### src/rtl/pool_stream_unit.sv
// Streaming WINDOW x WINDOW max/sum pooling engine with valid/ready ports.
// Define POOL_AVG_EN to enable mode 10 (average = floored sum >> log2(N)).
module pool_stream_unit #(
  parameter int WINDOW = 4,
  parameter int DATA_W = 32,
  parameter int OUT_W  = DATA_W + $clog2(WINDOW * WINDOW)
) (
  input  logic              clk,
  input  logic              rst_n,
  input  logic              clear,
  input  logic [1:0]        mode,
  input  logic              in_valid,
  output logic              in_ready,
  input  logic [DATA_W-1:0] in_data,
  output logic              out_valid,
  input  logic              out_ready,
  output logic [OUT_W-1:0]  out_data,
  output logic [1:0]        out_mode
);

  localparam int N  = WINDOW * WINDOW;
  localparam int CW = $clog2(N);

`ifdef POOL_AVG_EN
  localparam int SH = $clog2(N);
  if ((WINDOW & (WINDOW - 1)) != 0) begin : g_win_chk
    $error("pool_stream_unit: WINDOW must be a power of two for averaging");
  end
`endif

  typedef enum logic {
    IDLE,
    ACCUM
  } state_t;

  state_t                   state;
  logic [CW-1:0]            count;
  logic signed [OUT_W-1:0]  acc;
  logic [1:0]               mode_q;
  logic [1:0]               mode_n;
  logic signed [OUT_W-1:0]  in_ext;
  logic signed [OUT_W-1:0]  nxt;
  logic signed [OUT_W-1:0]  res;
  logic                     accept;
  logic                     last;

  assign last     = (count == CW'(N - 1));
  assign in_ready = !(out_valid && !out_ready && last);
  assign accept   = in_valid && in_ready;
  assign in_ext   = {{(OUT_W-DATA_W){in_data[DATA_W-1]}}, in_data};

  // Fold reserved/disabled modes onto max so out_mode reports what was computed.
  always_comb begin
    mode_n = 2'b00;
    if (mode == 2'b01) begin
      mode_n = 2'b01;
    end
`ifdef POOL_AVG_EN
    else if (mode == 2'b10) begin
      mode_n = 2'b10;
    end
`endif
  end

  // Next accumulator value and the final result for the closing element.
  always_comb begin
    nxt = acc + in_ext;
    if (mode_q == 2'b00) begin
      nxt = (in_ext > acc) ? in_ext : acc;
    end
    res = nxt;
`ifdef POOL_AVG_EN
    if (mode_q == 2'b10) begin
      res = nxt >>> SH;
    end
`endif
  end

  // Window FSM, accumulator and registered output handshake.
  always_ff @(posedge clk or negedge rst_n) begin
    if (!rst_n) begin
      state     <= IDLE;
      count     <= '0;
      acc       <= '0;
      mode_q    <= 2'b00;
      out_valid <= 1'b0;
      out_data  <= '0;
      out_mode  <= 2'b00;
    end else if (clear) begin
      state     <= IDLE;
      count     <= '0;
      acc       <= '0;
      out_valid <= 1'b0;
    end else begin
      if (out_valid && out_ready) begin
        out_valid <= 1'b0;
      end
      if (accept) begin
        unique case (state)
          IDLE: begin
            mode_q <= mode_n;
            acc    <= in_ext;
            count  <= CW'(1);
            state  <= ACCUM;
          end
          ACCUM: begin
            if (last) begin
              out_data  <= res;
              out_mode  <= mode_q;
              out_valid <= 1'b1;
              acc       <= '0;
              count     <= '0;
              state     <= IDLE;
            end else begin
              acc   <= nxt;
              count <= count + CW'(1);
            end
          end
        endcase
      end
    end
  end

endmodule

### config.mk
export PLATFORM = sky130hd
export DESIGN_NAME = pool_stream_unit
export DESIGN_NICKNAME = d
export VERILOG_FILES = /design/src/rtl/pool_stream_unit.sv
export SDC_FILE = /design/constraint.sdc
export NUM_CORES = 1
export LEC_CHECK = 0
export BUFFER_PORTS_ARGS = -buffer_cell sky130_fd_sc_hd__clkbuf_2
export CORE_ASPECT_RATIO = 0.5
export CORE_MARGIN = 1
export CORE_UTILIZATION = 61
export CTS_BUF_LIST = sky130_fd_sc_hd__clkbuf_8
export DETAILED_ROUTE_END_ITERATION = 10
export GPL_TIMING_DRIVEN = 0
export PLACE_DENSITY = 0.79
export SLEW_MARGIN = 20
export SYNTH_ARGS = -nofsm -noshare
export SYNTH_HDL_FRONTEND = slang
export SYNTH_SLANG_ARGS = --single-unit
### constraint.sdc
create_clock -name clk -period 3.4 [get_ports clk]
set_input_delay 0.34 -clock clk [delete_from_list [all_inputs] [get_ports clk]]
set_output_delay 0.34 -clock clk [all_outputs]
set_load 0.02 [all_outputs]
# Word-level counts from Yosys, hierarchy flattened
# Cells that the tools add are included.
[totals]
latch_bits = 0
wordCells = 44
reg_bits = 82
rom_bits = 0
mem_count = 0
ramBits = 0
inputBits = 39
[classes]
addsub = 2
n_bitwise = 2
eq_ne = 2
n_mux = 20
multipliers = 0
n_shift = 0
n_reduce_logical = 10
n_div = 0
order_cmp = 1
[op_table]
columns = ["op", "count"]
rows = [
  ["2-to-1 mux 36 bit", 5],
  ["case mux 36 bit (2 select lines)", 1],
  ["adder 36 x 32 -> 36 bit", 1],
  ["greater-than comparator 32 x 36 -> 1 bit", 1],
  ["2-to-1 mux 4 bit", 3],
  ["2-to-1 mux 1 bit", 9],
  ["case mux 4 bit (2 select lines)", 1],
  ["adder 4 x 1 -> 4 bit, second input constant", 1],
  ["== test 4 bit, second input constant", 1],
  ["logical AND 1 bit", 4],
  ["AND reduction 4 bit", 1],
  ["AND reduction 3 bit", 1],
  ["== test 2 x 1 -> 1 bit, second input constant", 1],
  ["zero test 1 bit", 2],
  ["zero test 2 bit", 1],
  ["NOT 1 bit", 2],
  ["case mux 1 bit (2 select lines)", 1],
  ["nonzero test 2 bit", 1],
]

# Logic depth before layout (Yosys ltp)
[depth]
depth_word = 7
depth_mapped = 15
ltp_nobuf = 12

# Worst setup path before layout
# No wires, ideal clock.
[synth_timing]
path_kind = "register to register"
startpoint = "register acc[0]"
endpoint = "register out_data[32]"
path_stages_with_launch = 13
arrival_ns = 2.867
setup_slack_ns = 0.409
synth_period_minus_slack_ns = 2.991
cell_sequence = "dfrtp_1 ha_1 fa_1 nor2b_1 o311ai_1 a211oi_2 o2111ai_2 a21oi_1 o41ai_4 o21ai_2 mux2i_1 a21oi_1 a211o_1"
[synth_via]
elab_chain_len = 3
elab_cells_between_ends = 4
cone_classes = "add/sub (1); order compare (1); mux (2)"
[synth_rtl]
columns = ["item", "line", "source"]
rows = [
  ["from (decl)", "38", "logic signed [OUT_W-1:0] acc;"],
  ["from (signal assigned)", "102", "acc <= in_ext;"],
  ["from (signal assigned)", "115", "acc <= nxt;"],
  ["greater-than comparator 32 x 36 -> 1 bit", "69", "nxt = (in_ext > acc) ? in_ext : acc;"],
  ["2-to-1 mux 36 bit", "69", ""],
  ["2-to-1 mux 36 bit *", "68", "if (mode_q == 2'b00) begin"],
  ["to (signal assigned)", "108", "out_data <= res;"],
  ["to (decl)", "17", "output logic [OUT_W-1:0] out_data,"],
]
# Mark *: on every way between the ends. The rest lies on a longest branch, timed or not.
# A chain may end at the register's enable or synchronous reset.

# Final worst setup path
[layout_timing]
startpoint = "register acc[0]"
endpoint = "register acc[34]"
[layout_via]
elab_chain_len = 7
elab_cells_between_ends = 8
cone_classes = "add/sub (1); order compare (1); mux (6)"
[layout_rtl]
columns = ["item", "line", "source"]
rows = [
  ["greater-than comparator 32 x 36 -> 1 bit", "69", ""],
  ["2-to-1 mux 36 bit", "69", ""],
  ["2-to-1 mux 36 bit *", "68", ""],
  ["2-to-1 mux 36 bit *", "107", "if (last) begin"],
  ["case mux 36 bit (2 select lines) *", "99", "unique case (state)"],
  ["2-to-1 mux 36 bit *", "98", "if (accept) begin"],
  ["2-to-1 mux 36 bit *", "89", "end else if (clear) begin"],
]
# Mark *: on every way between the ends. The rest lies on a longest branch, timed or not. The select of a mux whose other input is x is not followed.

==> flow_summary.toml <==
[run_status]
status = "finished with violations"
violations = "hold timing, setup timing"

[worst_setup_path]
reg2reg_slack_ns = -0.04
critPathMaxFanout = 3
reg2reg_depth = 12
endpoint_kind = "register"
endpoint = "acc[34]"
r2r-start = "acc[0]"
worstPathRequired_ns = 3.67
arrival_ns = 3.71
critPathLaunchType = "register"
crit_start = "acc[0]"
r2r-end = "acc[34]"
critPathKind = "reg2reg"

[floorplan]
ios = 79
rows = 26
fp.coreArea_um2 = 10400
die_w_um = 150
die_h_um = 76.2
start_util_pct = 64.4
die_area_um2 = 11500

[sta]
fmax_ghz = 0.291
period_minus_slack_ns = 3.44
holdWs_ns = -0.00252
relSlewSlack_pct = 42.8
fin_ws_ns = -0.0396
hold_viol = 6
drv_slew = 0
fin_crit_sh_pct = 101
setup_viol = 1
fin_skew_ns = 0.0146
finalSetupTns_ns = -0.0396
rsz0062_at_grt = "yes"
worst_slew_pin_slew_ns = 0.857

[synth]
synth-edff-count = 0
syn_inst = 808
ys_warn_count = 0
synth_cell_types = 71
synthMostInstantiatedCell = "dfrtp_1"
synth_common_cells = "80 x dfrtp_1, 74 x nand2_1, 72 x ha_1"
netlist_area_um2 = 6720
yosys-top-cells-area = "dfrtp_1 30%, ha_1 13%, a21oi_1 4.4%, nand2_1 4.1%, a22oi_1 3.7%"
ys_ff_latch = 80
synth_top_area_share_pct = 29.8
synth_top_cell_by_area = "dfrtp_1"
synth_area_per_cell_um2 = 8.32
ys_seq_area_share_pct = 29.8
synthArstFlopShare_pct = 100
synth_nets = 920
ys.flop_type = "dfrtp_1"

[drt]
wl_per_cell_um = 20.1
drt_first_pass_iters = 5
drtAntennaViolNets = 0
drc = 0
drt-vias-per-instance = 6.39
drtIter0Drc = 689
routed_wl_mm = 21.3
vias = 6743

[clock_network]
clkTransAtPathRegs_ns = 0.09
clkSinkCount = 80
cts_buffers = 9
clockBufferDepth = 2
cts_tree = "yes"
cts_root_buffer = "clkbuf_8"
ctsHoldBuffers = 0
htreeDepth = 3
clock_latency_ns = 0.38

[global_route]
grt_max_degree = 44
groute.usage.overall_pct = 37.6
antenna_found_initial = 0
grt_pass1_vias = 6324
grt_overflow = 0
grt_pass1_wl_mm = 33.1

[run]
drv_cap = 0

[layout]
area_growth_pct = 16.5
drive_above_1_share_pct = 18.6
antennaDiodeCount = 0
design_area_um2 = 7830
nets = 1023
stdcell_count = 1056

[pwr]
vdd_drop_max_uv = 218
finalPower_w = 0.00330
power_density_nw_per_um2 = 422
power_leakage_nw = 3.57

[placed_design]
port_buffers = 77
postPlaceCellArea_um2 = 7310
hpwl_mm = 15.4
routabilityCongestion = 0.965
placedCellCount = 1026

[hold_path]
holdCritPathClass = "in2async"
-- worst max-delay path, stage by stage, from the launching register on --
cell and delay, ns:
dfrtp_1 0.42, ha_4 0.18, fa_2 0.40, nor2b_4 0.15, o311ai_4 0.32, a211oi_2 0.14
o2111ai_2 0.29, a21oi_4 0.12, o41ai_4 0.51, o31ai_1 0.15, xor2_1 0.22, nand3_1 0.12
a32o_1 0.30
-- power by group --
group / total [W] / switching [W] / internal [W]
Combinational: 0.00137 / 0.000858 / 0.000510
Clock: 0.000895 / 0.000389 / 0.000506
Sequential: 0.00104 / 0.0000425 / 0.000996
Total: 0.00330 / 0.00129 / 0.00201
-- per-stage QoR --
stage,hold WS (ns),util (%),setup slack (ns)
3_5_place_dp,0.418,70.0,-0.249
5_1_grt,0.0465,75.0,-0.122
4_1_cts,0.0133,72.7,-0.00301
2_1_floorplan,0.0444,-,0.409
6_report,-0.00252,75.0,-0.0396
3_3_place_gp,0.459,69.7,-0.243
-- flip-flops by register name (all words and copies together) (netlist names) --
name,flops
acc,36
out_data,36
count,4
mode_q,1
out_mode,1
out_valid,1
state,1
-- cells in the final DEF (no fill, tap or decap), types with 28 or more instances in the layout --
cell,netlist,layout
a21oi_1,59,57
a22oi_1,33,33
clkbuf_2,0,76
dfrtp_1,80,80
ha_1,72,68
inv_1,62,62
nand2_1,74,74
nor2_1,55,55
o21ai_0,43,41
o21ai_1,48,49
xnor2_1,28,28
-- final cells by class --
cell class | count | area (um^2)
clock inverter | 6 | 108
clock buffer | 10 | 138
sequential | 80 | 2000
multi-input combinational | 619 | 4410
timing repair buffer | 93 | 520
inverter | 63 | 236
fill | 818 | 2610
tap | 140 | 175
buffer | 45 | 241
-- timing repair --
item                                    CTS  global route
gates resized for setup                   7            38
pin swaps                                 1            16
endpoints found under the setup margin   49            62
setup buffers                             0            14
cloned                                    0             1
-- per-layer routing --
metal	track usage, %	part of all wire, %	up-vias
met5	0	0	-
met4	8.69	1.1	0
met3	9.52	10	28
met2	57.4	44	334
met1	53.2	44	3268
li1	-	-	3113
-- cell families (layout without fill, tap and decap cells) --
kind of cell / after synthesis / count (layout) / synth area share [%]
AO/OA/AOI/OAI: 295 / 295 / 29.6
AND/OR/NAND/NOR: 210 / 210 / 14.7
buffers and inverters: 109 / 217 / 6.64
flip-flops: 80 / 80 / 29.8
adder cells (fa/ha/maj): 73 / 73 / 13.7
XOR/XNOR: 33 / 33 / 4.30
multiplexers: 7 / 7 / 1.19
other: 1 / 1 / 0.0558
-- worst min path at each step --
stage | from | end
6_report | rst_n | out_data[27]
5_1_grt | rst_n | acc[30]
4_1_cts | rst_n | acc[20]
3_5_place_dp | rst_n | acc[27]
3_3_place_gp | out_data[34] | out_data[34]
2_1_floorplan | rst_n | acc[0]
Note: power is estimated with default switching activity, not from simulation.
